[src/rtl/axi2per_req_scheduler.sv]
// Request-side scheduler for the AXI-to-peripheral bridge: round-robin AR vs AW/W,
// one single-beat 32-bit peripheral request in flight, burst accesses routed to the error path.
module axi2per_req_scheduler #(
  parameter int unsigned PER_ADDR_WIDTH = 32,
  parameter int unsigned PER_ID_WIDTH   = 5,
  parameter int unsigned AXI_ADDR_WIDTH = 32,
  parameter int unsigned AXI_DATA_WIDTH = 64,
  parameter int unsigned AXI_ID_WIDTH   = 3
) (
  input  logic                      clk_i,
  input  logic                      rst_ni,
  input  logic                      axi_ar_valid_i,
  output logic                      axi_ar_ready_o,
  input  logic [AXI_ADDR_WIDTH-1:0] axi_ar_addr_i,
  input  logic [AXI_ID_WIDTH-1:0]   axi_ar_id_i,
  input  logic [7:0]                axi_ar_len_i,
  input  logic                      axi_aw_valid_i,
  output logic                      axi_aw_ready_o,
  input  logic [AXI_ADDR_WIDTH-1:0] axi_aw_addr_i,
  input  logic [AXI_ID_WIDTH-1:0]   axi_aw_id_i,
  input  logic [7:0]                axi_aw_len_i,
  input  logic                      axi_w_valid_i,
  output logic                      axi_w_ready_o,
  input  logic [AXI_DATA_WIDTH-1:0] axi_w_data_i,
  input  logic [7:0]                axi_w_strb_i,
  input  logic                      axi_w_last_i,
  output logic                      per_master_req_o,
  input  logic                      per_master_gnt_i,
  output logic [PER_ADDR_WIDTH-1:0] per_master_add_o,
  output logic                      per_master_we_o,
  output logic [31:0]               per_master_wdata_o,
  output logic [3:0]                per_master_be_o,
  output logic [PER_ID_WIDTH-1:0]   per_master_id_o,
  output logic                      trans_req_o,
  output logic                      trans_we_o,
  output logic [AXI_ID_WIDTH-1:0]   trans_id_o,
  output logic [AXI_ADDR_WIDTH-1:0] trans_add_o,
  output logic                      trans_ar_error_o,
  output logic [7:0]                trans_ar_len_o,
  output logic                      trans_b_error_o,
  input  logic                      trans_r_valid_i,
  input  logic                      trans_error_done_i
);

  typedef enum logic [2:0] {
    IDLE, RD_REQ, WR_REQ, W_ACC, W_DRAIN, WAIT_RESP, WAIT_ERR, WAIT_ERR_B
  } state_e;

  state_e                    state_q, state_d;
  logic                      rr_prio_q, rr_prio_d;   // 0: read side wins a tie, 1: write side
  logic [AXI_ADDR_WIDTH-1:0] addr_q, addr_d;
  logic [AXI_ID_WIDTH-1:0]   id_q, id_d;
  logic [7:0]                len_q, len_d;
  logic [31:0]               wdata_q, wdata_d;
  logic [3:0]                be_q, be_d;
  logic                      trans_req_q, trans_req_d;
  logic                      trans_we_q, trans_we_d;
  logic                      ar_err_q, ar_err_d;
  logic                      rd_gnt, wr_gnt;

  always_comb begin
    rd_gnt = 1'b0;
    wr_gnt = 1'b0;
    if (state_q == IDLE) begin
      rd_gnt = axi_ar_valid_i && (!axi_aw_valid_i || !rr_prio_q);
      wr_gnt = axi_aw_valid_i && (!axi_ar_valid_i ||  rr_prio_q);
    end
  end

  always_comb begin
    state_d     = state_q;
    rr_prio_d   = rr_prio_q;
    addr_d      = addr_q;
    id_d        = id_q;
    len_d       = len_q;
    wdata_d     = wdata_q;
    be_d        = be_q;
    trans_req_d = 1'b0;
    trans_we_d  = trans_we_q;
    ar_err_d    = 1'b0;
    unique case (state_q)
      IDLE: begin
        if (rd_gnt) begin
          addr_d      = axi_ar_addr_i;
          id_d        = axi_ar_id_i;
          len_d       = axi_ar_len_i;
          wdata_d     = '0;
          be_d        = 4'hF;
          trans_req_d = 1'b1;
          trans_we_d  = 1'b1;
          rr_prio_d   = 1'b1;
          if (axi_ar_len_i == 8'd0) state_d = RD_REQ;
          else begin
            ar_err_d = 1'b1;
            state_d  = WAIT_ERR;
          end
        end else if (wr_gnt) begin
          addr_d    = axi_aw_addr_i;
          id_d      = axi_aw_id_i;
          len_d     = axi_aw_len_i;
          rr_prio_d = 1'b0;
          state_d   = (axi_aw_len_i == 8'd0) ? W_ACC : W_DRAIN;
        end
      end
      W_ACC: begin
        if (axi_w_valid_i) begin
          // addr[2] picks which 32-bit lane of the 64-bit beat carries the word
          wdata_d     = addr_q[2] ? axi_w_data_i[63:32] : axi_w_data_i[31:0];
          be_d        = addr_q[2] ? axi_w_strb_i[7:4]   : axi_w_strb_i[3:0];
          trans_req_d = 1'b1;
          trans_we_d  = 1'b0;
          state_d     = WR_REQ;
        end
      end
      W_DRAIN: begin
        if (axi_w_valid_i && axi_w_last_i) begin
          trans_req_d = 1'b1;
          trans_we_d  = 1'b0;
          state_d     = WAIT_ERR_B;
        end
      end
      RD_REQ, WR_REQ: if (per_master_gnt_i)   state_d = WAIT_RESP;
      WAIT_RESP:      if (trans_r_valid_i)    state_d = IDLE;
      WAIT_ERR,
      WAIT_ERR_B:     if (trans_error_done_i) state_d = IDLE;
      default:        state_d = IDLE;
    endcase
  end

  always_ff @(posedge clk_i) begin
    if (!rst_ni) begin
      state_q     <= IDLE;
      rr_prio_q   <= 1'b0;
      addr_q      <= '0;
      id_q        <= '0;
      len_q       <= '0;
      wdata_q     <= '0;
      be_q        <= '0;
      trans_req_q <= 1'b0;
      trans_we_q  <= 1'b0;
      ar_err_q    <= 1'b0;
    end else begin
      state_q     <= state_d;
      rr_prio_q   <= rr_prio_d;
      addr_q      <= addr_d;
      id_q        <= id_d;
      len_q       <= len_d;
      wdata_q     <= wdata_d;
      be_q        <= be_d;
      trans_req_q <= trans_req_d;
      trans_we_q  <= trans_we_d;
      ar_err_q    <= ar_err_d;
    end
  end

  assign axi_ar_ready_o     = rd_gnt;
  assign axi_aw_ready_o     = wr_gnt;
  assign axi_w_ready_o      = axi_w_valid_i && (state_q == W_ACC || state_q == W_DRAIN);
  assign per_master_req_o   = (state_q == RD_REQ) || (state_q == WR_REQ);
  assign per_master_we_o    = (state_q == RD_REQ);
  assign per_master_add_o   = {addr_q[PER_ADDR_WIDTH-1:2], 2'b00};
  assign per_master_wdata_o = wdata_q;
  assign per_master_be_o    = be_q;
  assign per_master_id_o    = '0;
  assign trans_req_o        = trans_req_q;
  assign trans_we_o         = trans_we_q;
  assign trans_id_o         = id_q;
  assign trans_add_o        = addr_q;
  assign trans_ar_error_o   = ar_err_q;
  assign trans_ar_len_o     = len_q;
  assign trans_b_error_o    = (state_q == WAIT_ERR_B);

endmodule

[config.mk]
export PLATFORM = sky130hd
export DESIGN_NAME = axi2per_req_scheduler
export DESIGN_NICKNAME = d
export VERILOG_FILES = /design/src/rtl/axi2per_req_scheduler.sv
export SDC_FILE = /design/constraint.sdc
export NUM_CORES = 1
export LEC_CHECK = 0
export BUFFER_PORTS_ARGS = -buffer_cell sky130_fd_sc_hd__clkbuf_2
export CORE_AREA = 2 2 115 117
export DETAILED_ROUTE_END_ITERATION = 10
export DIE_AREA = 0 0 117 119
export GPL_ROUTABILITY_DRIVEN = 0
export PLACE_DENSITY = 0.67
export SLEW_MARGIN = 20
export SYNTH_ARGS = -nofsm -noshare
export SYNTH_HDL_FRONTEND = slang
export SYNTH_SLANG_ARGS = --single-unit
[constraint.sdc]
create_clock -name clk_i -period 1.7 [get_ports clk_i]
set_input_delay 0.17 -clock clk_i [delete_from_list [all_inputs] [get_ports clk_i]]
set_output_delay 0.17 -clock clk_i [all_outputs]
set_load 0.005 [all_outputs]
# Yosys cells after proc, flatten, opt, wreduce, memory -nomap -nowiden
# Index checks and enable logic that the tools add are counted.
# word_totals
regBits,86
inputBits,167
out_inout_bits,125
# op_classes
reduce_logical,24
n_eq_ne,14
muxes,37
# op_table
cell,count
32-bit 2-to-1 mux,5
32-bit one-hot mux with 2 select lines,1
3-bit 2-to-1 mux,11
3-bit one-hot mux with 6 select lines,1
8-bit logical NOT,2
8-bit 2-to-1 mux,2
"3-bit == test, second input constant",4
4-bit 2-to-1 mux,3
"2-bit != test, second input constant",6
1-bit 2-to-1 mux,11
4-bit one-hot mux with 2 select lines,1
"3-bit by 2-bit == test with 1-bit output, second input constant",2
1-bit one-hot mux with 3 select lines,2
3-bit AND reduction,2
6-bit AND reduction,1
1-bit logical AND,4
1-bit logical OR,4
4-bit AND reduction,1
2-bit nonzero test,2
2-bit OR reduction,2
"3-bit by 1-bit == test with 1-bit output, second input constant",1
1-bit logical NOT,3
3-bit logical NOT,1
"3-bit != test, second input constant",1
other kinds (2),2

# Logic depth before layout (Yosys ltp)
# depth
ltp_word,7
ltp_mapped,8
mapped_depth_nobuf,5

# Least setup slack after synthesis
# No wires, ideal clock.
# synth_timing
path_kind,reg2reg
startpoint,reg state_q[1]
endpoint,reg addr_q[21] (netlist: trans_add_o[21])
t_arrival_ns,1.361
synth_period_minus_slack_ns,1.496
path_buffers,4
stages_incl_launch_ff,8
required_time_ns,1.565
setup_slack_ns,0.204
cell_sequence,dfxtp_1 clkbuf_2 nor3_4 nor2b_1 buf_2 buf_4 buf_2 a311oi_2
# synth_via
elab_chain_cells,4
# synth_lines
item,line_no,rtl
from (decl),49,"state_e state_q, state_d;"
from (signal assigned),143,state_q <= state_d;
3-bit logical NOT *,"64, 81",
1-bit 2-to-1 mux,64,if (state_q == IDLE) begin
2-bit nonzero test (no source line),n/a,
2-bit AND reduction (no source line),n/a,
to (signal assigned),145,addr_q <= addr_d;
to (decl),51,"logic [AXI_ADDR_WIDTH-1:0] addr_q, addr_d;"
# Every way passes the cells marked *; elsewhere a longest branch is shown, timed or not.
# A chain may end at the register's enable or synchronous reset.

# Final worst setup path
# layout_timing
startpoint,reg state_q[2]
endpoint,out axi_ar_ready_o
# layout_via
elab_chain_cells,2
# layout_lines
item,line_no,rtl
3-bit logical NOT,64,
1-bit 2-to-1 mux,64,
to (decl),13,"output logic axi_ar_ready_o,"
# Every way passes these cells.

==> impl_metrics.toml <==
[global_routing]
grt_pass1_wl_um = 20900
antenna_found_initial = 0
overflow = 0
grt_pass1_vias = 4326
grt_usage = 0.191
grt_max_degree = 79

[layout]
area_growth_pct = 37.7
fin_area_mm2 = 0.00613
fin_nets = 947
final_cell_mix = "284 x clkbuf_2, 124 x nand2_1, 84 x dfxtp_1, 49 x nor2_1, 38 x a21oi_1"
n_antenna_cell = 0
final_util = 0.476
drive_gt1_frac = 0.469
final_common_cell = "clkbuf_2"
fillers = 1320

[sta]
setup-violations-final = 0
rsz0062_at_grt = "true"
final-hold-violation-count = 0
finClkSkew_ns = 0.00548
drv_slew = 0
finalCriticalPeriod_ns = 1.58
hold_ws_ns = 0.0685
fmax_mhz = 633
final.period_utilization = 0.929

[drt]
routed_wl_um = 13800
first_pass_iters = 4
wire_per_inst_um = 14.4
drtAntennaViolNets = 0
routed_via_density = 4.85
drc = 0
dr_total_vias = 4652
drtIter0Drc = 225

[power_and_ir_drop]
p_leak_uw = 0.00286
power_uw = 9470
ir_drop_uv = 789
power_density_mw_per_mm2 = 1550

[floorplan]
io-pin-count = 292
coreArea_mm2 = 0.0129
die_width_um = 117
initial_utilization = 0.346
rows = 42
die_h_um = 119
dieArea_mm2 = 0.0139

[setup_path]
cp_max_fo = 25
cpMaxStageDelayCell = "dfxtp_1"
rr_endpoint = "per_master_wdata_o[24]"
reg2reg_from = "state_q[0]"
start_kind = "flop"
path_class = "flop to output port"
reg2reg_slack_ns = 0.20
critPathCaptureType = "output port"
arrival_ns = 1.41
crit_required_ns = 1.53
r2r.worst_path.cells = 6
cp_cell_sequence = "nor3_4, nand2_2, inv_2, buf_12, clkbuf_2"
critPathMaxStageDelay_ns = 0.33

[cts]
insertion_delay_ns = 0.34
htreeDepth = 3
clk_pin_slew_ns = 0.06
cts_setup_buffers = 0
cts_tree = "done"
clkSinkCount = 86
hold_buffers = 0
numCtsBuffers = 9
cts.path.max_buffers = 2
clock-root-buffer = "clkbuf_16"

[logic_synthesis]
synth_top_flop_cell = "dfxtp_1"
yosysSeqAreaShare = 0.387
postSynthAreaPerCell_um2 = 8.14
async_flop_share = 0
yosysWarnings = 0
ys_ff_latch = 86
syn_area_mm2 = 0.00445
syn_inst = 547
ys_types = 44
synth_edf_count = 0

[placed_design]
placed_cell_area_mm2 = 0.00581
port_buffers = 284
hpwlAfterDp_um = 9980

[run]
maxCapViolCount = 0

[min_path]
holdPathStages = 3
hp-start = "axi_ar_addr_i[5]"
hp-class = "primary input to flop"
hold_end = "trans_add_o[5]"

[status]
run_status = "finished clean"
[where the power goes]
group	leakage, µW	switching [µW]	internal (µW)	total [µW]
registers	0.000706	392	2570	2970
logic	0.00202	2480	2170	4650
clock network	0.000138	766	1090	1860
total	0.00286	3640	5830	9470
[logic make-up (layout without fill, tap and decap cells)]
family,count (synthesis),count (layout),synth area share
other cells,1,7,0.000843
simple gates,236,236,0.227
mux,38,38,0.0945
xor+xnor,1,1,0.00197
compound gates,99,99,0.172
flops,86,86,0.387
buf+inv,86,316,0.117
[cell usage after synthesis (2+ instances only)]
| cell | n | area, µm² |
|---|---|---|
| o211ai_1 | 2 | 15.0 |
| dfxtp_1 | 86 | 1720 |
| nor2b_1 | 6 | 37.5 |
| o32ai_1 | 2 | 17.5 |
| mux2i_1 | 6 | 60.1 |
| mux2_2 | 32 | 360 |
| a211oi_1 | 4 | 30.0 |
| or4_1 | 2 | 15.0 |
| nand2_1 | 124 | 465 |
| buf_2 | 15 | 75.1 |
| nor2_1 | 51 | 191 |
| nand2b_1 | 2 | 12.5 |
| nor3_1 | 5 | 25.0 |
| o21ai_0 | 2 | 10.0 |
| a311oi_2 | 10 | 150 |
| nand4_1 | 2 | 12.5 |
| buf_4 | 43 | 323 |
| clkbuf_1 | 22 | 82.6 |
| a311oi_1 | 33 | 289 |
| nand3_1 | 34 | 170 |
| a21oi_1 | 38 | 190 |
| nor4_1 | 2 | 12.5 |
| nor3b_1 | 2 | 15.0 |
| buf_6 | 2 | 22.5 |
[timing repair]
action                                  4_1_cts  5_1_grt
gates resized for setup                       2        1
gates cloned                                  1        0
endpoints found under the setup margin        2        1
[cell type report]
| class | instances | area (µm²) | area share |
|---|---|---|---|
| tap | 176 | 220 | 0.0359 |
| multi-input combinational | 381 | 2250 | 0.367 |
| inverter | 2 | 7.51 | 0.00122 |
| sequential | 86 | 1720 | 0.281 |
| timing repair buffer | 300 | 1650 | 0.270 |
| clock buffer | 13 | 270 | 0.0441 |
| clock inverter | 1 | 5.00 | 0.000816 |
[critical path, delay by kind of cell, from the launching register on]
kind | cells | cell delay [ns]
flops | 1 | 0.33
buf+inv | 3 | 0.41
simple gates | 2 | 0.33
[per-stage QoR]
| step | TNS [ns] | instances | worst slack, ns |
|---|---|---|---|
| after floorplan | 0 | 553 | 0.204 |
| after global placement | 0 | 944 | 0.214 |
| after detailed placement | 0 | 944 | 0.155 |
| after CTS | 0 | 959 | 0.0617 |
| after global routing | -0.00209 | 959 | -0.00209 |
| final | 0 | 959 | 0.121 |
[registers in the layout, indices dropped and copies added, names as in the netlist]
signal	flops
per_master_be_o	4
per_master_wdata_o	32
rr_prio_q	1
state_q	3
trans_add_o	32
trans_ar_error_o	1
trans_ar_len_o	8
trans_id_o	3
trans_req_o	1
trans_we_o	1
[per-layer routing]
metal / global-route usage / routed length [µm]
met1: 0.219 / 5540
met2: 0.332 / 6800
met3: 0.0585 / 1250
met5: 0 / 0
met4: 0.0625 / 193
[worst max path at each step]
stage,start,endpoint,slack (ns),cells after the start
floorplan,state_q[1],trans_add_o[21],0.20,7
global placement,axi_aw_len_i[6],state_q[0],0.21,5
detailed placement,state_q[1],trans_add_o[27],0.15,5
CTS,rr_prio_q,axi_ar_ready_o,0.06,5
global route,state_q[0],axi_ar_ready_o,-0.002,5
finish,state_q[2],axi_ar_ready_o,0.12,5
Note: power is estimated with default switching activity, not from simulation.
